`src/rtl/imem_loader.sv`:
```
// rtl/imem_loader.sv - boot-time byte-stream loader for the instruction memory write port
// Optional build macro: IMEM_LOADER_CHECKSUM_EN (adds a trailing XOR checksum byte to the frame)
// Frame: LEN_HI, LEN_LO (word count N), then N big-endian 32-bit words; the CPU is held
// in reset until every word has been written.
module imem_loader #(
  parameter int ADDR_W      = 10,
  parameter int DEPTH_WORDS = 256
) (
  input  logic              clk,
  input  logic              reset,
  input  logic              in_valid,
  input  logic [7:0]        in_byte,
  output logic              in_ready,
  output logic              imem_we,
  output logic [ADDR_W-1:0] imem_addr,
  output logic [31:0]       imem_wdata,
  output logic              cpu_hold,
  output logic              done,
  output logic              error
);

  localparam logic [16:0] DEPTH_L = 17'(DEPTH_WORDS);

  typedef enum logic [2:0] {
    S_LEN_HI,
    S_LEN_LO,
    S_BYTE,
    S_WRITE,
    S_DONE,
`ifdef IMEM_LOADER_CHECKSUM_EN
    S_CSUM,
`endif
    S_ERR
  } state_t;

  state_t             state_q, state_d;
  logic [15:0]        n_q, n_d;
  logic [31:0]        wd_q, wd_d;
  logic [1:0]         byte_cnt_q, byte_cnt_d;
  logic [15:0]        word_idx_q, word_idx_d;
  logic               imem_we_q;
  logic [ADDR_W-1:0]  imem_addr_q;
  logic [31:0]        imem_wdata_q;
  logic               cpu_hold_q, done_q, error_q;
  logic               rdy_state;
  logic               xfer;
`ifdef IMEM_LOADER_CHECKSUM_EN
  logic [7:0]         csum_q, csum_d;
`endif

  // States that consume stream bytes; never ready while reset is held
  always_comb begin
    rdy_state = 1'b0;
    case (state_q)
      S_LEN_HI, S_LEN_LO, S_BYTE: rdy_state = 1'b1;
`ifdef IMEM_LOADER_CHECKSUM_EN
      S_CSUM:                     rdy_state = 1'b1;
`endif
      default:                    rdy_state = 1'b0;
    endcase
  end

  assign in_ready = rdy_state & reset;
  assign xfer     = in_valid & in_ready;

  // Next-state and datapath update for the frame parser
  always_comb begin
    state_d    = state_q;
    n_d        = n_q;
    wd_d       = wd_q;
    byte_cnt_d = byte_cnt_q;
    word_idx_d = word_idx_q;
`ifdef IMEM_LOADER_CHECKSUM_EN
    csum_d     = csum_q;
`endif
    case (state_q)
      S_LEN_HI: begin
        if (xfer) begin
          n_d     = {in_byte, n_q[7:0]};
          state_d = S_LEN_LO;
        end
      end
      S_LEN_LO: begin
        if (xfer) begin
          n_d = {n_q[15:8], in_byte};
          if (n_d == 16'd0) begin
`ifdef IMEM_LOADER_CHECKSUM_EN
            state_d = S_CSUM;
`else
            state_d = S_DONE;
`endif
          end else if ({1'b0, n_d} > DEPTH_L) begin
            state_d = S_ERR;
          end else begin
            state_d = S_BYTE;
          end
        end
      end
      S_BYTE: begin
        if (xfer) begin
          wd_d       = {wd_q[23:0], in_byte};
          byte_cnt_d = byte_cnt_q + 2'd1;
`ifdef IMEM_LOADER_CHECKSUM_EN
          csum_d     = csum_q ^ in_byte;
`endif
          if (byte_cnt_q == 2'd3) state_d = S_WRITE;
        end
      end
      S_WRITE: begin
        word_idx_d = word_idx_q + 16'd1;
        if (word_idx_d == n_q) begin
`ifdef IMEM_LOADER_CHECKSUM_EN
          state_d = S_CSUM;
`else
          state_d = S_DONE;
`endif
        end else begin
          state_d = S_BYTE;
        end
      end
`ifdef IMEM_LOADER_CHECKSUM_EN
      S_CSUM: begin
        if (xfer) state_d = (in_byte == csum_q) ? S_DONE : S_ERR;
      end
`endif
      default: state_d = state_q;
    endcase
  end

  // State, counters and registered outputs; outputs are decoded from the next state
  // so the write strobe lines up with the WRITE state and done follows it by one cycle
  always_ff @(posedge clk) begin
    if (!reset) begin
      state_q      <= S_LEN_HI;
      n_q          <= '0;
      wd_q         <= '0;
      byte_cnt_q   <= '0;
      word_idx_q   <= '0;
      imem_we_q    <= 1'b0;
      imem_addr_q  <= '0;
      imem_wdata_q <= '0;
      cpu_hold_q   <= 1'b1;
      done_q       <= 1'b0;
      error_q      <= 1'b0;
`ifdef IMEM_LOADER_CHECKSUM_EN
      csum_q       <= '0;
`endif
    end else begin
      state_q    <= state_d;
      n_q        <= n_d;
      wd_q       <= wd_d;
      byte_cnt_q <= byte_cnt_d;
      word_idx_q <= word_idx_d;
      imem_we_q  <= (state_d == S_WRITE);
      if (state_d == S_WRITE) begin
        imem_addr_q  <= {word_idx_q[ADDR_W-3:0], 2'b00};
        imem_wdata_q <= wd_d;
      end
      cpu_hold_q <= (state_d != S_DONE);
      done_q     <= (state_d == S_DONE);
      error_q    <= (state_d == S_ERR);
`ifdef IMEM_LOADER_CHECKSUM_EN
      csum_q     <= csum_d;
`endif
    end
  end

  assign imem_we    = imem_we_q;
  assign imem_addr  = imem_addr_q;
  assign imem_wdata = imem_wdata_q;
  assign cpu_hold   = cpu_hold_q;
  assign done       = done_q;
  assign error      = error_q;

endmodule

```
`config.mk`:
```
export PLATFORM = sky130hd
export DESIGN_NAME = imem_loader
export DESIGN_NICKNAME = d
export VERILOG_FILES = /design/src/rtl/imem_loader.sv
export SDC_FILE = /design/constraint.sdc
export NUM_CORES = 1
export LEC_CHECK = 0
export CORE_MARGIN = 2
export CORE_UTILIZATION = 52
export CTS_BUF_LIST = sky130_fd_sc_hd__clkbuf_8
export CTS_CLUSTER_SIZE = 10
export DETAILED_ROUTE_END_ITERATION = 10
export GPL_ROUTABILITY_DRIVEN = 0
export PLACE_DENSITY = 0.8
export SLEW_MARGIN = 5
export SYNTH_ARGS = -nofsm -noshare
export SYNTH_HDL_FRONTEND = slang
export SYNTH_SLANG_ARGS = --single-unit
```
`constraint.sdc`:
```
create_clock -name clk -period 5.82 [get_ports clk]
set_input_delay 1.164 -clock clk [delete_from_list [all_inputs] [get_ports clk]]
set_output_delay 1.164 -clock clk [all_outputs]
set_load 0.03 [all_outputs]
```
==> results of run 1 <==
sequential cells by signal, indices dropped and copies added (netlist names), 2 cells and up:
signal	count
word_idx_q	16
wd_q	24
imem_addr	8
byte_cnt_q	2
imem_wdata	32
n_q	16
state_q	3
cell usage in the layout, fill, tap and decap left out, types with 7 or more instances in the layout:
cell type	Yosys	final
xnor2_1	25	25
dfxtp_1	105	105
mux2i_1	16	16
nand2_1	147	147
nor3_1	9	9
a21boi_0	71	71
nand3_1	8	8
clkbuf_8	0	9
o21ai_0	12	12
nor4_1	7	7
nor2b_1	17	17
and2_1	16	16
nand4_1	8	8
clkdlybuf4s50_1	0	54
synth_stat cells, types with 4 or more instances:
cell type / count
or3_1: 6
a21oi_1: 4
o21ai_0: 12
xnor2_1: 25
nor2b_1: 17
buf_2: 4
nor4_1: 7
dfxtp_1: 105
nor3_1: 9
inv_1: 5
mux2i_1: 16
nor2_1: 4
nand4_1: 8
nand2_1: 147
nand3_1: 8
clkbuf_1: 30
and2_1: 16
a21boi_0: 71
power by group:
part	leakage [nW]	switching, mW	internal (mW)	total (mW)
sequential	0.847	0.00721	0.724	0.731
clock	0.0994	0.264	0.165	0.429
combinational	0.786	0.0358	0.0320	0.0678
cell families (layout without fill, tap and decap cells):
| family | Yosys count | count (layout) | share of synthesized area, % |
|---|---|---|---|
| AND/OR/NAND/NOR | 241 | 241 | 24.5 |
| flip-flops | 105 | 105 | 45.2 |
| AO/OA/AOI/OAI | 103 | 103 | 16.4 |
| buffers and inverters | 47 | 79 | 4.31 |
| XOR/XNOR | 28 | 28 | 5.44 |
| multiplexers | 16 | 16 | 3.45 |
| adder cells (fa/ha/maj) | 2 | 2 | 0.538 |
| other | 1 | 2 | 0.0807 |
area by class of cell:
type                    count  share of cell area [%]
multi-input cells         392                    43.9
clock inverters             7                    1.15
inverters                   6                   0.421
clock buffers               9                    2.31
repair buffers             57                    10.5
flip-flops and latches    105                    39.3
well taps                 108                    2.52
metrics by stage:
step / setup WS, ps / utilization, %
global route: 913 / 61.7
detailed placement: 892 / 59.6
CTS: 1270 / 61.7
global placement: 987 / 59.6
floorplan: 2940 / -
finish: 1330 / 61.7
worst paths after layout:
kind                                                  start  slack (ps)                           to  cells after the start
worst max-delay path                               in_valid        1330          cpu_hold$_SDFF_PN1_                      9
worst max register to register        state_q[2]$_SDFF_PN0_        2120          cpu_hold$_SDFF_PN1_                      7
worst min register to register  imem_wdata[18]$_SDFFE_PN0N_         470  imem_wdata[18]$_SDFFE_PN0N_                      2
worst min-delay path            imem_wdata[18]$_SDFFE_PN0N_         470  imem_wdata[18]$_SDFFE_PN0N_                      2
per-layer routing:
layer / vias to the layer above / track usage, % / part of all wire [%]
met5: - / 0 / 0
li1: 1869 / - / -
met1: 1707 / 30.0 / 51
met4: 0 / 8.11 / 1.7
met2: 86 / 30.4 / 44
met3: 16 / 4.04 / 3.8
worst register-to-register path, cell delays in order (launching register included):
cell and delay [ps]:
dfxtp_1 500, nor3_1 120, and2_1 450, nand2_1 170, buf_4 370, clkinv_1 930
o32a_1 710, or3_1 350
==> run summary, run 1 <==
Status - complete, no violations
Critical Path, Cell by Cell - clkdlybuf4s50_1, nand2_1, nor3_1, and2_1, nand2_1, buf_4, clkinv_1, o32a_1, or3_1
Io pins - 58
Multi-input gate area - 2350 µm²
Die W - 98.5 µm
# DRC - 0
Critical Path Start Type - input pin
Cts repair resizes - 0
Rel. slew slack - 18.6%
Vias - 3678
Global-route usage over all layers - 20.7%
# hold bufs at CTS - 0
Worst skew pair latency - 370 ps
Yosys reg bits - 105
Register area - 2100 µm²
Mapped cell area - 4650 µm²
Max stage delay on crit path - 920 ps
Placed Area - 5170 µm²
Post-route minimum period - 4490 ps
Critical Path AT - 4740 ps
Max-cap check violation count - 0
Hold slack final - 469 ps
Yosys warning count - 0
TNS Setup - 0 ps
Most frequent CP cell - nand2_1
Clock slew seen by the registers of the worst setup and hold paths - 110 ps
Detailed placer's ending HPWL - 6690 µm
Post-Syn Instances - 543
Row cnt - 34
H-tree depth - 3
CTS Root Cell - clkbuf_8
Critical path class - input pin to register
RSZ-0062 raised after global routing - no
First-pass GRT wire length - 16600 µm
Number of synthesized flops with an enable pin - 0
CTS buffer count - 9
Initial DRC Count - 186
CP endpoint kind - register
Die ar. - 9710 µm²
Share of the synthesized area in the top cell type - 45.2%
Hold Path Class - register to register
Crit-path max FO - 42
Non-Filler Instances - 684
ANT cells - 0
Clock skew - 14.2 ps
Num Clock Sinks - 105
Drt wl/cell - 14.1 µm
Layout cell share with drive strength beyond 1 - 4.69%
Top_reg_cell synth - dfxtp_1
Pwr dens - 229 nW/µm²
Delay-heaviest family, CP - buffers and inverters
Initial Util - 53.5%
Final instance area - 5350 µm²
Die Ht - 98.5 µm
WL final - 9650 µm
CTS max path bufs - 2
Cells after DPL - 668
Worst-margin pin slew - 1210 ps
Critical-path top delay cell - clkinv_1
Core box area - 8680 µm²
Post-CTS setup buffers - 0
Syn Area/Cell - 8.56 µm²
Worst Path Buf+Inv - 3
Lkg Pwr - 1.73 nW
Total power - 1.23 mW
Fmax - 223 MHz
Initial antenna violation count - 0
Area growth syn-to-layout - 15.2%
Post-route ant nets - 0
# setup viols final - 0
Distinct cell type count after synthesis - 49
Fillers - 779
Largest cells by area after synthesis - dfxtp_1 (45%), nand2_1 (12%), a21boi_0 (11%)
DR vias/cell - 5.38
Port Buffers - 55
Fin nets - 584
Vias in the first global route - 3471
Slew Limit Fails - 0
Peak supply drop - 0.143 mV
Hold Vio Cnt, Final - 0
Drt pass-1 iters - 4
CTS tree - done
Post-synthesis sequential area ratio - 45.2%
Worst path required time - 6070 ps
Post-synth ARST share - 0%
Pin count of the biggest net entering global routing - 104
Grt total ovfl - 0
Final cycle utilization of the critical path - 77.2%
Synth area leader - dfxtp_1
Power figures use the tool's default switching activity.
==> run 2, diff against run 1 <==
PLACE_DENSITY = 0.83   (was 0.8)
clock period = 3.81 ns   (was 5.82 ns; I/O delays follow)
==> run 2 against run 1 <==
Routed wire length grew 3.3%. Worst hold slack hardly changed. Critical endpoint unchanged. Via count up 1.8%. Critical path type is now register to register. Clock power rose by 54%. Non-clock buffer count grew 3. Combinational power is 55% higher. Sequential share of layout area down 0.23 points. Clock skew down 4.2 ps. Count of clock-buffer cells in the layout is the same. Sequential power up 53%. Register-to-register slack worse by 1100 ps.
==> run summary, run 2 (same netlist as run 1, synthesis figures left out) <==
Status - complete, no violations (unchanged)
Vias in the first global route - 3584 (was 3471)
Hold Path Class - register to register (unchanged)
Die W - 98.5 µm (unchanged)
Dpl ws - 827 ps (was 892 ps)
Layout cell share with drive strength beyond 1 - 5.35% (was 4.69%)
Clock skew - 10.0 ps (was 14.2 ps)
Post-CTS setup buffers - 0 (unchanged)
Initial antenna violation count - 0 (unchanged)
DR vias/cell - 5.45 (was 5.38)
Max stage delay on crit path - 490 ps (was 920 ps)
Global-route usage over all layers - 20.7% (about the same)
CTS Root Cell - clkbuf_8 (unchanged)
Cells after DPL - 671 (was 668)
Initial Util - 53.5% (unchanged)
Critical Path, Cell by Cell - ha_1, nand3_1, nor3_1, or3b_2, a2111oi_0, nand4_1, o2bb2ai_1, or3_1 (was clkdlybuf4s50_1, nand2_1, nor3_1, and2_1, nand2_1, buf_4, clkinv_1, o32a_1, or3_1)
First-pass GRT wire length - 16700 µm (was 16600 µm)
Post-route minimum period - 2820 ps
TNS Setup - 0 ps (unchanged)
Worst skew pair latency - 360 ps (was 370 ps)
ANT cells - 0 (unchanged)
Multi-input gate area - 2350 µm² (unchanged)
Cts repair resizes - 0 (unchanged)
Initial DRC Count - 254 (was 186)
Drt wl/cell - 14.5 µm (was 14.1 µm)
Vias - 3744 (was 3678)
Drt pass-1 iters - 4 (unchanged)
Grt total ovfl - 0 (unchanged)
Die Ht - 98.5 µm (unchanged)
Hold slack final - 469 ps (about the same)
Io pins - 58 (unchanged)
Critical path class - register to register (was input pin to register)
Die ar. - 9710 µm² (unchanged)
CTS buffer count - 9 (unchanged)
Critical Path AT - 3070 ps (was 4740 ps)
Worst path required time - 4050 ps (was 6070 ps)
CP endpoint kind - register (unchanged)
Num Clock Sinks - 105 (unchanged)
# DRC - 0 (unchanged)
Slew Limit Fails - 0 (unchanged)
CTS tree - done (unchanged)
Crit-path max FO - 7 (was 42)
Most common cell after layout, fill and taps aside - nand2_1 (unchanged)
Setup ws final - 987 ps (was 1330 ps)
Row cnt - 34 (unchanged)
CTS max path bufs - 2 (unchanged)
Pint - 1.41 mW (was 0.921 mW)
Hold Vio Cnt, Final - 0 (unchanged)
Sw Share - 24.9% (was 25.0%)
Pin count of the biggest net entering global routing - 103 (was 104)
Area growth syn-to-layout - 15.9% (was 15.2%)
Total power - 1.88 mW (was 1.23 mW)
Largest register FFs - 32 (unchanged)
Port Buffers - 55 (unchanged)
Fin nets - 587 (was 584)
Fin util - 62.1% (was 61.7%)
# setup viols final - 0 (unchanged)
Final instance area - 5390 µm² (was 5350 µm²)
Detailed placer's ending HPWL - 7000 µm (was 6690 µm)
Lkg Pwr - 1.75 nW (was 1.73 nW)
Fmax - 354 MHz
# hold bufs at CTS - 0 (unchanged)
Final cycle utilization of the critical path - 74.1%
Comb power frac - 5.6% (was 5.5%)
Max-cap check violation count - 0 (unchanged)
Net Sw Power - 0.469 mW (was 0.307 mW)
Worst-margin pin slew - 859 ps (was 1210 ps)
WL final - 9970 µm (was 9650 µm)
Critical Path Start Type - register (was input pin)
Commonest non-fill, non-tap cells in the layout - nand2_1 (147), dfxtp_1 (105), a21boi_0 (71) (unchanged)
Core box area - 8680 µm² (unchanged)
Peak supply drop - 0.214 mV (was 0.143 mV)
Part of the power in registers - 59.4% (was 59.5%)
Clock slew seen by the registers of the worst setup and hold paths - 100 ps (was 110 ps)
Post-route ant nets - 0 (unchanged)
Fillers - 763 (was 779)
Rel. slew slack - 42.6% (was 18.6%)
Non-Filler Instances - 687 (was 684)
H-tree depth - 3 (unchanged)
Register area - 2100 µm² (unchanged)
Clock power share - 35.0% (was 34.9%)
Placed Area - 5190 µm² (was 5170 µm²)
RSZ-0062 raised after global routing - no (unchanged)
Critical-path top delay cell - or3b_2 (was clkinv_1)
Pwr dens - 349 nW/µm² (was 229 nW/µm²)
[run 2: cell count changes in the layout (fill, tap and decap cells not counted)]
cell and delta:
inv_1 -1, buf_4 +3, inv_6 -1, clkinv_8 +1, clkinv_2 +1
[run 2: worst paths after layout]
kind	endpoint	depth (start not counted)	startpoint	slack, ps
max	cpu_hold$_SDFF_PN1_	8	word_idx_q[0]$_SDFFE_PN0P_	990
min	imem_addr[5]$_SDFFE_PN0N_	2	imem_addr[5]$_SDFFE_PN0N_	470
max reg2reg	cpu_hold$_SDFF_PN1_	8	word_idx_q[0]$_SDFFE_PN0P_	990
min reg2reg	imem_addr[5]$_SDFFE_PN0N_	2	imem_addr[5]$_SDFFE_PN0N_	470
[run 2: final cells by class]
cell class,count,area share (%)
flip-flops and latches,105,39.0
clock buffers,9,2.30
clock inverters,7,1.30
inverters,6,0.418
repair buffers,60,10.8
multi-input cells,392,43.6
well taps,108,2.51
[run 2: critical path: cells and delay by family (launching register included)]
kind,cells,cell delay (ps)
DFF,1,400
adders and majority gates,1,290
and+or+nand+nor,5,1400
AOI/OAI and AO/OA,2,610
[run 2: power by group through the flow]
stage / Sequential, mW / Clock (mW) / Combinational [mW]
floorplan: 1.14 / 0 / 0.0755
global placement: 1.14 / 0 / 0.101
detailed placement: 1.14 / 0 / 0.103
CTS: 1.12 / 0.674 / 0.104
global route: 1.12 / 0.711 / 0.113
finish: 1.12 / 0.659 / 0.105
[run 2: layer usage]
layer	GRT usage (%)	wire [µm]	vias to the layer above	share of wire, %
li1	-	-	1879	-
met1	28.9	4770	1754	48
met2	33.6	4650	105	47
met3	2.48	458	6	4.6
met4	6.53	95	0	0.95
met5	0	0	-	0
==> run 3, diff against run 2 <==
clock period = 2.31 ns   (was 3.81 ns; I/O delays follow)
==> run 3 against run 2 <==
The flow now finishes with violations (setup timing). Cell area is 7.6% higher. Clock power is 65% higher. Routed wire length is 9.8% higher. Via count is 6.8% higher. Global-route usage is 2.4 points higher. Combinational power is 100% higher.
==> run summary, run 3 (same netlist as run 1, synthesis figures left out) <==
Pin count of the biggest net entering global routing - 63 (was 103)
Reg-to-reg startpoint - word_idx_q[1]$_SDFFE_PN0P_ (was word_idx_q[0]$_SDFFE_PN0P_)
Total power - 3.14 mW (was 1.88 mW)
Fmax - 426 MHz (was 354 MHz)
Sw Share - 25.4% (was 24.9%)
CTS Root Cell - clkbuf_8 (unchanged)
Peak supply drop - 0.328 mV (was 0.214 mV)
Global-route usage over all layers - 23.0% (was 20.7%)
Failing checks - setup timing
CTS max path bufs - 2 (unchanged)
Die ar. - 9710 µm² (unchanged)
Net Sw Power - 0.797 mW (was 0.469 mW)
WL final - 10900 µm (was 9970 µm)
Layout cell share with drive strength beyond 1 - 14.4% (was 5.35%)
Non-Filler Instances - 727 (was 687)
Clock slew seen by the registers of the worst setup and hold paths - 110 ps (was 100 ps)
Cells after DPL - 706 (was 671)
# hold bufs at CTS - 0 (unchanged)
Vias in the first global route - 3826 (was 3584)
CTS tree - done (unchanged)
Hold slack final - 468 ps (was 469 ps)
Post-route minimum period - 2350 ps (was 2820 ps)
Largest register FFs - 32 (unchanged)
Comb power frac - 6.7% (was 5.6%)
Port Buffers - 55 (unchanged)
Crit-path max FO - 4 (was 7)
Cell depth of the worst flop-to-flop path - 8 (unchanged)
Row cnt - 34 (unchanged)
Worst path required time - 2580 ps (was 4050 ps)
Pint - 2.34 mW (was 1.41 mW)
Part of the power in registers - 58.6% (was 59.4%)
RSZ-0062 raised after global routing - yes (was no)
Fillers - 703 (was 763)
Pwr dens - 542 nW/µm² (was 349 nW/µm²)
DR vias/cell - 5.50 (was 5.45)
Max-cap check violation count - 0 (unchanged)
Initial Util - 53.5% (unchanged)
Critical Path, Cell by Cell - buf_6, nand3_4, xnor2_2, or4_4, a2111oi_4, nand4_1, o2bb2ai_2, or3_1 (was ha_1, nand3_1, nor3_1, or3b_2, a2111oi_0, nand4_1, o2bb2ai_1, or3_1)
Critical Path Start Type - register (unchanged)
Die W - 98.5 µm (unchanged)
Final instance area - 5800 µm² (was 5390 µm²)
Drt wl/cell - 15.0 µm (was 14.5 µm)
Area growth syn-to-layout - 24.7% (was 15.9%)
H-tree depth - 3 (unchanged)
Max stage delay on crit path - 560 ps (was 490 ps)
Lkg Pwr - 1.97 nW (was 1.75 nW)
Clock power share - 34.7% (was 35.0%)
Detailed placer's ending HPWL - 7530 µm (was 7000 µm)
Critical-path top delay cell - or4_4 (was or3b_2)
Commonest non-fill, non-tap cells in the layout - nand2_1 (147), dfxtp_1 (97), a21boi_0 (71) (was nand2_1 (147), dfxtp_1 (105), a21boi_0 (71))
Status - finished, violations left (was complete, no violations)
Slew Limit Fails - 0 (unchanged)
Io pins - 58 (unchanged)
Core box area - 8680 µm² (unchanged)
Placed Area - 5470 µm² (was 5190 µm²)
Most common cell after layout, fill and taps aside - nand2_1 (unchanged)
# DRC - 0 (unchanged)
Hold path cells - 2 (unchanged)
Delay-heaviest family, CP - simple AND/OR/NAND/NOR gates (unchanged)
Grt total ovfl - 0 (unchanged)
ANT cells - 0 (unchanged)
Setup ws final - -36.6 ps (was 987 ps)
Initial antenna violation count - 0 (unchanged)
WP depth - 8 (unchanged)
Post-route ant nets - 0 (unchanged)
Worst setup startpoint - word_idx_q[1]$_SDFFE_PN0P_ (was word_idx_q[0]$_SDFFE_PN0P_)
First-pass GRT wire length - 18300 µm (was 16700 µm)
Drt pass-1 iters - 4 (unchanged)
Num Clock Sinks - 105 (unchanged)
Die Ht - 98.5 µm (unchanged)
Hold Vio Cnt, Final - 0 (unchanged)
Final cycle utilization of the critical path - 102% (was 74.1%)
Vias - 4000 (was 3744)
Fin nets - 627 (was 587)
CTS buffer count - 9 (unchanged)
Critical path class - register to register (unchanged)
Min-Delay Startpoint - imem_wdata[31]$_SDFFE_PN0N_ (was imem_addr[5]$_SDFFE_PN0N_)
Worst Path Buf+Inv - 1 (was 0)
Clock skew - 11.8 ps (was 10.0 ps)
Worst skew pair latency - 380 ps (was 360 ps)
Initial DRC Count - 204 (was 254)
Hold Path Class - register to register (unchanged)
# setup viols final - 1 (was 0)
CP endpoint kind - register (unchanged)
Critical Path AT - 2620 ps (was 3070 ps)
==> run 3: changes by cell type in the layout (fill, tap and decap cells not counted), sizes merged <==
| cell | before | now |
|---|---|---|
| buf | 6 | 47 |
| clkdlybuf4s50 | 54 | 53 |
| clkinv | 5 | 3 |
| inv | 8 | 10 |
==> run 3: cell type report <==
type	instances	area, µm²	share of cell area [%]
clock buffer	9	124	2.14
clock inverter	7	61.3	1.06
inverter	6	22.5	0.389
multi-input combinational	392	2440	42.1
timing repair buffer	100	896	15.5
sequential	105	2120	36.6
tap	108	135	2.33
==> run 3: power by group through the flow <==
stage                     combinational [mW]  clock [mW]  sequential [mW]
after floorplan                        0.127           0             1.88
after global placement                 0.192           0             1.88
after detailed placement               0.197           0             1.88
after CTS                              0.201        1.11             1.84
after global routing                   0.226        1.19             1.84
final                                  0.210        1.09             1.84
==> run 3: tightest hold or removal path: cells and delay by family (launching register included) <==
kind / cells / cell delay, ps
and+or+nand+nor: 1 / 50
AOI/OAI and AO/OA: 1 / 60
DFF: 1 / 320
==> run 3: repair_timing <==
| item | in CTS | in global routing |
|---|---|---|
| pin swaps | 6 | 6 |
| endpoints found under the setup margin | 4 | 5 |
| setup buffers | 2 | 3 |
| gates resized for setup | 14 | 12 |
==> run 3: per-stage QoR <==
stage	setup WS, ps	TNS (ps)	util [%]
2_1_floorplan	2.38	0	-
3_3_place_gp	-13.7	-13.7	63.1
3_5_place_dp	-138	-289	63.1
4_1_cts	-104	-142	66.0
5_1_grt	-147	-293	66.8
6_report	-36.6	-36.6	66.8
==> run 3: final timing paths <==
check,endpoint,slack (ps)
worst max-delay path,cpu_hold$_SDFF_PN1_,-40
worst min-delay path,imem_wdata[31]$_SDFFE_PN0N_,470
worst max register to register,cpu_hold$_SDFF_PN1_,-40
worst min register to register,imem_wdata[31]$_SDFFE_PN0N_,470
==> run 3: layer usage <==
layer,vias to the layer above,routed length (µm),global-route usage (%)
met5,-,0,0
met2,115,5170,36.2
met3,12,671,5.53
met4,0,148,6.85
li1,1963,-,-
met1,1910,4950,31.7
